File: config.mk
export PLATFORM = sky130hd
export DESIGN_NAME = trdb_packet_deframer
export DESIGN_NICKNAME = d
export VERILOG_FILES = /design/src/rtl/trdb_packet_deframer.sv
export SDC_FILE = /design/constraint.sdc
export NUM_CORES = 1
export LEC_CHECK = 0
export BUFFER_PORTS_ARGS = -buffer_cell sky130_fd_sc_hd__buf_2
export CAP_MARGIN = 20
export CORE_UTILIZATION = 45
export CTS_CLUSTER_SIZE = 10
export DETAILED_ROUTE_END_ITERATION = 8
export PLACE_DENSITY_LB_ADDON = 0.2
export SLEW_MARGIN = 30
export SYNTH_ARGS = -nofsm -noshare
export SYNTH_HDL_FRONTEND = slang
export SYNTH_SLANG_ARGS = --single-unit
export TNS_END_PERCENT = 20
File: constraint.sdc
create_clock -name clk_i -period 2.3 [get_ports clk_i]
set_input_delay 0.46 -clock clk_i [delete_from_list [all_inputs] [get_ports clk_i]]
set_output_delay 0.46 -clock clk_i [all_outputs]
set_load 0.01 [all_outputs]
File: src/rtl/trdb_packet_deframer.sv
// Rebuilds trace packets from a header-framed byte stream and presents one payload at a time.
// packet_valid_o rises the cycle after the last payload byte; byte_ready_o is low while a packet is held.
module trdb_packet_deframer #(
  parameter int MAX_PAYLOAD_BYTES = 16
) (
  input  logic                           clk_i,
  input  logic                           rst_ni,
  input  logic                           byte_valid_i,
  input  logic [7:0]                     byte_i,
  output logic                           byte_ready_o,
  output logic                           packet_valid_o,
  input  logic                           packet_ready_i,
  output logic [8*MAX_PAYLOAD_BYTES-1:0] payload_o,
  output logic [4:0]                     payload_len_o,
  output logic [1:0]                     flow_o,
  output logic [1:0]                     packet_format_o,
  output logic [1:0]                     packet_f_sync_subformat_o,
  output logic                           err_o,
  output logic [7:0]                     drop_cnt_o
);

  localparam logic [4:0] MAX_LEN = 5'(MAX_PAYLOAD_BYTES);

  typedef enum logic [1:0] {IDLE, COLLECT, HOLD, DISCARD} state_t;

  state_t     state;
  logic [4:0] idx;
  logic [4:0] remaining;

  logic       xfer;
  logic [4:0] hdr_len;
  logic [1:0] hdr_flow;
  logic       hdr_ext;

  assign xfer     = byte_valid_i & byte_ready_o;
  assign hdr_len  = byte_i[4:0];
  assign hdr_flow = byte_i[6:5];
  assign hdr_ext  = byte_i[7];

  // Format fields are a view of the held payload, so they track it exactly.
  assign packet_format_o           = payload_o[1:0];
  assign packet_f_sync_subformat_o = (payload_o[1:0] == 2'b11) ? payload_o[3:2] : 2'b00;

  always_ff @(posedge clk_i or negedge rst_ni) begin
    if (!rst_ni) begin
      state          <= IDLE;
      idx            <= '0;
      remaining      <= '0;
      byte_ready_o   <= 1'b1;
      packet_valid_o <= 1'b0;
      payload_o      <= '0;
      payload_len_o  <= '0;
      flow_o         <= '0;
      err_o          <= 1'b0;
      drop_cnt_o     <= '0;
    end else begin
      err_o <= 1'b0;
      case (state)
        IDLE: begin
          if (xfer) begin
            if (hdr_ext || (hdr_len > MAX_LEN)) begin
              err_o     <= 1'b1;
              remaining <= hdr_len;
              if (drop_cnt_o != 8'hFF) drop_cnt_o <= drop_cnt_o + 8'd1;
              // An extended header with no body has nothing left to skip.
              if (hdr_len != 5'd0) state <= DISCARD;
            end else if (hdr_len != 5'd0) begin
              payload_o     <= '0;
              payload_len_o <= hdr_len;
              flow_o        <= hdr_flow;
              idx           <= '0;
              state         <= COLLECT;
            end
          end
        end
        COLLECT: begin
          if (xfer) begin
            payload_o[{idx, 3'b000} +: 8] <= byte_i;
            idx <= idx + 5'd1;
            if ((idx + 5'd1) == payload_len_o) begin
              state          <= HOLD;
              packet_valid_o <= 1'b1;
              byte_ready_o   <= 1'b0;
            end
          end
        end
        HOLD: begin
          if (packet_ready_i) begin
            state          <= IDLE;
            packet_valid_o <= 1'b0;
            byte_ready_o   <= 1'b1;
          end
        end
        DISCARD: begin
          if (xfer) begin
            remaining <= remaining - 5'd1;
            if (remaining == 5'd1) state <= IDLE;
          end
        end
        default: state <= IDLE;
      endcase
    end
  end

endmodule

# [Yosys cells after proc, flatten, opt, wreduce, memory -nomap -nowiden]
# Index checks and enable logic that the tools add are counted.
[totals] regBits=158 inputBits=12
[op_classes] n_mux=37 order_cmp=1 n_bitwise=2 n_shift=2 eq_ne=16 n_addsub=4 n_reduce_logical=12
[op_table] operator="two-way mux 128 bit" count=4
[op_table] operator="one-hot mux 128 bit (2 select lines)" count=1
[op_table] operator="bitwise mux 128 bit" count=1
[op_table] operator="variable shift 8 x 10 -> 128 bit, first input constant" count=1
[op_table] operator="indexed part select 8 x 10 -> 128 bit" count=1
[op_table] operator="two-way mux 5 bit" count=7
[op_table] operator="two-way mux 2 bit" count=10
[op_table] operator="one-hot mux 5 bit (2 select lines)" count=2
[op_table] operator="inequality test 2 bit, second input constant" count=9
[op_table] operator="AND reduction 4 bit" count=4
[op_table] operator="negator 8 -> 10 bit" count=1
[op_table] operator="two-way mux 1 bit" count=9
[op_table] operator="adder 8 x 1 -> 8 bit, second input constant" count=1
[op_table] operator="inequality test 8 bit, second input constant" count=1
[op_table] operator="one-hot mux 2 bit (4 select lines)" count=1
[op_table] operator="AND reduction 7 bit" count=1
[op_table] operator="== test 2 bit, second input constant" count=3
[op_table] operator="nonzero test 2 bit" count=3
[op_table] operator="adder 5 x 1 -> 5 bit, second input constant" count=1
[op_table] operator="== test 5 x 1 -> 1 bit, second input constant" count=1
[op_table] operator="== test 5 bit" count=1
[op_table] operator="> comparator 5 bit, second input constant" count=1
[op_table] operator="AND reduction 5 bit" count=1
[op_table] operator="nonzero test 5 bit" count=1
[op_table] operator="other kinds (7)" count=8

# [Longest topological paths before layout]
[logic_depth] ltp_word=5 ltp_mapped=10 mapped_depth_nobuf=7

# [Least setup slack after synthesis]
# No wires, ideal clock.
[synth_timing] path_kind="register -> register" start="reg idx[0]" end="reg payload_o[88]" slack_ps=-73 required_ps=2220 setup_time_ps=80 n_path_buf=2 arrival_time_ps=2293 path_stages_with_launch=10 synth_period_minus_slack_ps=2373 path_cell_list="dfrtp_1 buf_2 inv_1 ha_1 buf_2 xor2_1 nor3_2 nand2_1 nor3_4 mux2i_1"
[synth_between] elab_chain_cells=5 word_cells_on_any_way=6 classes_between="add/sub (1); shift (2); mux (3)"
[synth_lines] item="start: declaration" line="27" source="logic [4:0] idx;"
[synth_lines] item="start signal: assignment" line="79" source="idx <= idx + 5'd1;"
[synth_lines] item="negator 8 -> 10 bit (*)" line="78" source="payload_o[{idx, 3'b000} +: 8] <= byte_i;"
[synth_lines] item="indexed part select 8 x 10 -> 128 bit or variable shift 8 x 10 -> 128 bit (tied branches)" line="78"
[synth_lines] item="bitwise mux 128 bit (*)" line="78"
[synth_lines] item="two-way mux 128 bit (*)" line="77" source="if (xfer) begin"
[synth_lines] item="one-hot mux 128 bit (2 select lines) (*)" line="58" source="case (state)"
[synth_lines] item="end signal: indexed assignment" line="78"
[synth_lines] item="end: declaration" line="13" source="output logic [8*MAX_PAYLOAD_BYTES-1:0] payload_o,"
# Mark *: on every way between the ends. The rest lies on a longest branch, timed or not. The select of a mux whose other input is x is not followed.
# A chain may end at the register's enable or synchronous reset.

# [Final worst setup path]
[layout_timing] start="reg idx[0]" end="reg payload_o[102]"
# The elaborated chain is that of the path after synthesis.

==> results.toml <==
[sta]
fin_tns_setup_ns = 0
period_minus_slack_ns = 2.20
fin_skew_ns = 0.00670
period_share = 0.957
slew_headroom = 0.589
holdWs_ns = 0.219
setup_viol = 0
fmax_ghz = 0.454
hold_viol = 0
final-max-slew-violation-count = 0
tightest_slew_ns = 0.615
fin_ws_ns = 0.0984

[setup_path]
arrival_ns = 2.52
cp-end-kind = "flip-flop"
crit_fanout = 10
critPathLaunchType = "flip-flop"
r2r_setup_slack_ns = 0.1
crit_required_ns = 2.61
critical_path_class = "reg -> reg"

[synthesis]
yosys.area_share.simple = 0.140
yosysWarnings = 0
synth_top_family_by_area = "compound AO/OA/AOI/OAI gates"
ys_seq_elements = 158
ys_async_sr_fraction = 1.00
synth-xor-area-share = 0.0167
syn_inst = 656
synth_area_leaders = "dfrtp_1, a22o_1, mux2i_1"
syn-num-nets = 675
avgSynthCellArea_um2 = 11.2
synth.cells.most_frequent = "dfrtp_1, nand2_1, a22o_1"
yosys.area.top_type_share = 0.536
synth_compound_area_frac = 0.199
syn_area_um2 = 7330
seq_area_frac_synth = 0.540
synth-edff-count = 0
synth_mux_area_frac = 0.0500
yosys.area.top_type = "dfrtp_1"
synthDistinctLibCells = 69
yosys.area_share.adder = 0.0120
yosysMostFrequentCell = "dfrtp_1"
ys.flop_type = "dfrtp_1"

[drt]
routed_wl_um = 20700
avgViaCountPerCell = 5.71
drc = 0
drtIter0Drc = 357
postRouteAntennaNets = 0
vias = 6113
wl_per_cell_um = 19.3
first_pass_iters = 5

[pwr]
p_per_area_nw_per_um2 = 632
pwr-share-comb = 0.029
power.clock.fraction = 0.499
internal_power_mw = 4.66
p_sw_mw = 1.24
swShare = 0.210
seqPwrFrac = 0.472
max-vdd-ir-drop_mv = 0.500
leakagePower_nw = 4.72

[floorplanning]
ioPinCount = 162
core_um2 = 15900
die_y_um = 130
die_x_um = 130
die_area_um2 = 16800
start_util = 0.461
rows = 46

[clock_network]
clkLatencyLatePin_ns = 0.43
clockBufferDepth = 2
cts_num_sinks = 158
cts_max_level = 4
numCtsBuffers = 17
cts_tree = "yes"
cts-root-buf = "clkbuf_16"
clkTransAtPathRegs_ns = 0.06

[layout]
n_antenna_cell = 0
area_delta_synth_final_pct = 27.3
post_route_cells_drive_above_1_share = 0.336
final_nets = 862

[placed_design]
gp_congestion = 0.935
place_ws_ns = -0.0694
io_buffers = 161
dp_hpwl_um = 14200

[flow_run]
maxCapViolCount = 0

[global_route]
track_usage = 0.257
antenna_found_initial = 0
overflow = 0
grt_pass1_wl_um = 32300
grt_max_degree = 50
grt_pass1_vias = 6105

[status]
status = "finished, final reports clean"

[min_path]
hp-class = "in -> reg"
## registers in the layout, indices dropped and copies added, names as in the netlist
| name | flops |
|---|---|
| byte_ready_o | 1 |
| drop_cnt_o | 8 |
| err_o | 1 |
| flow_o | 2 |
| idx | 5 |
| packet_valid_o | 1 |
| payload_len_o | 5 |
| payload_o | 128 |
| remaining | 5 |
| state | 2 |
## kinds of logic (layout without fill, tap and decap cells)
family                   Yosys count  count (layout)
multiplexers                      36              36
adder cells (fa/ha/maj)            7               7
flip-flops                       158             158
AO/OA/AOI/OAI                    189             189
XOR/XNOR                          14              14
AND/OR/NAND/NOR                  194             194
buffers and inverters             58             256
## cell usage in the layout (no fill, tap or decap), drive strengths merged, types with 4 or more instances in the layout
cell type and instances:
dfrtp 157, buf 209, o211ai 28, nor4 4, a21oi 10, a22o 52, and3 8, clkinv 4
o21a 4, nand2b 7, and2 5, bufinv 4, nor3 10, inv 16, nand2 85, ha 7
xnor2 9, clkbuf 21, nor2 24, nor2b 5, a32o 9, mux2i 34, or2 6, o31ai 4
xor2 5, nand3 17, nand4 12, o21ai 60
## layout make-up
cell class	instances	area, um^2
Clock buffer	21	450
Clock inverter	9	163
Fill cell	1332	6560
Inverter	16	60.1
Multi-Input combinational cell	440	3150
Sequential cell	158	3960
Tap cell	216	270
Timing Repair Buffer	210	1280
## repair_timing
| item | CTS | global route |
|---|---|---|
| endpoints found under the hold margin | 46 | 0 |
| resized for setup | 1 | 14 |
| setup buffers | 0 | 4 |
| hold buffers | 1 | 0 |
| gates cloned | 0 | 0 |
| setup endpoints to repair | 26 | 68 |
| pin swaps | 0 | 3 |
## final timing paths
check                             startpoint        endpoint  cells past startpoint
worst max-delay path                  idx[0]  payload_o[102]                      7
worst min-delay path            byte_valid_i    byte_ready_o                      2
worst max register to register        idx[0]  payload_o[102]                      7
worst min register to register     flow_o[1]       flow_o[1]                      2
max in group asynchronous             rst_ni   payload_o[16]                      3
min in group asynchronous             rst_ni   drop_cnt_o[2]                      2
## worst max-delay path, cell delays in order (launching register included)
cell and delay (ns):
dfrtp_1 0.39, buf_4 0.15, buf_12 0.12, or3_1 0.40, a21boi_1 0.20, a31oi_2 0.14, o31a_4 0.44, a22o_1 0.25
## power by group through the flow
stage                     clock network [mW]  registers [mW]  logic [mW]
after floorplan                            0            2.83      0.0432
final                                   2.94            2.78       0.171
after global routing                    3.12            2.78       0.189
after detailed placement                   0            2.83       0.172
after global placement                     0            2.83       0.167
after CTS                               2.98            2.78       0.174
## routing by layer
layer	vias to the layer above	global-route usage	share of wire
li1	2783	-	-
met5	-	0	0
met1	3060	0.337	0.43
met2	240	0.414	0.48
met4	0	0.0992	0.019
met3	30	0.0607	0.066
## per-stage QoR
step                      cells  utilization  instance area (um^2)  power, mW
after CTS                  1066        0.582                  9240       5.94
after floorplan             656            -                  7340       2.88
after global routing       1070        0.587                  9330       6.09
after detailed placement   1035        0.542                  8610       3.00
final                      1070        0.587                  9330       5.89
after global placement     1035        0.542                  8610       3.00
No activity file was read; power rests on OpenSTA's default activity.
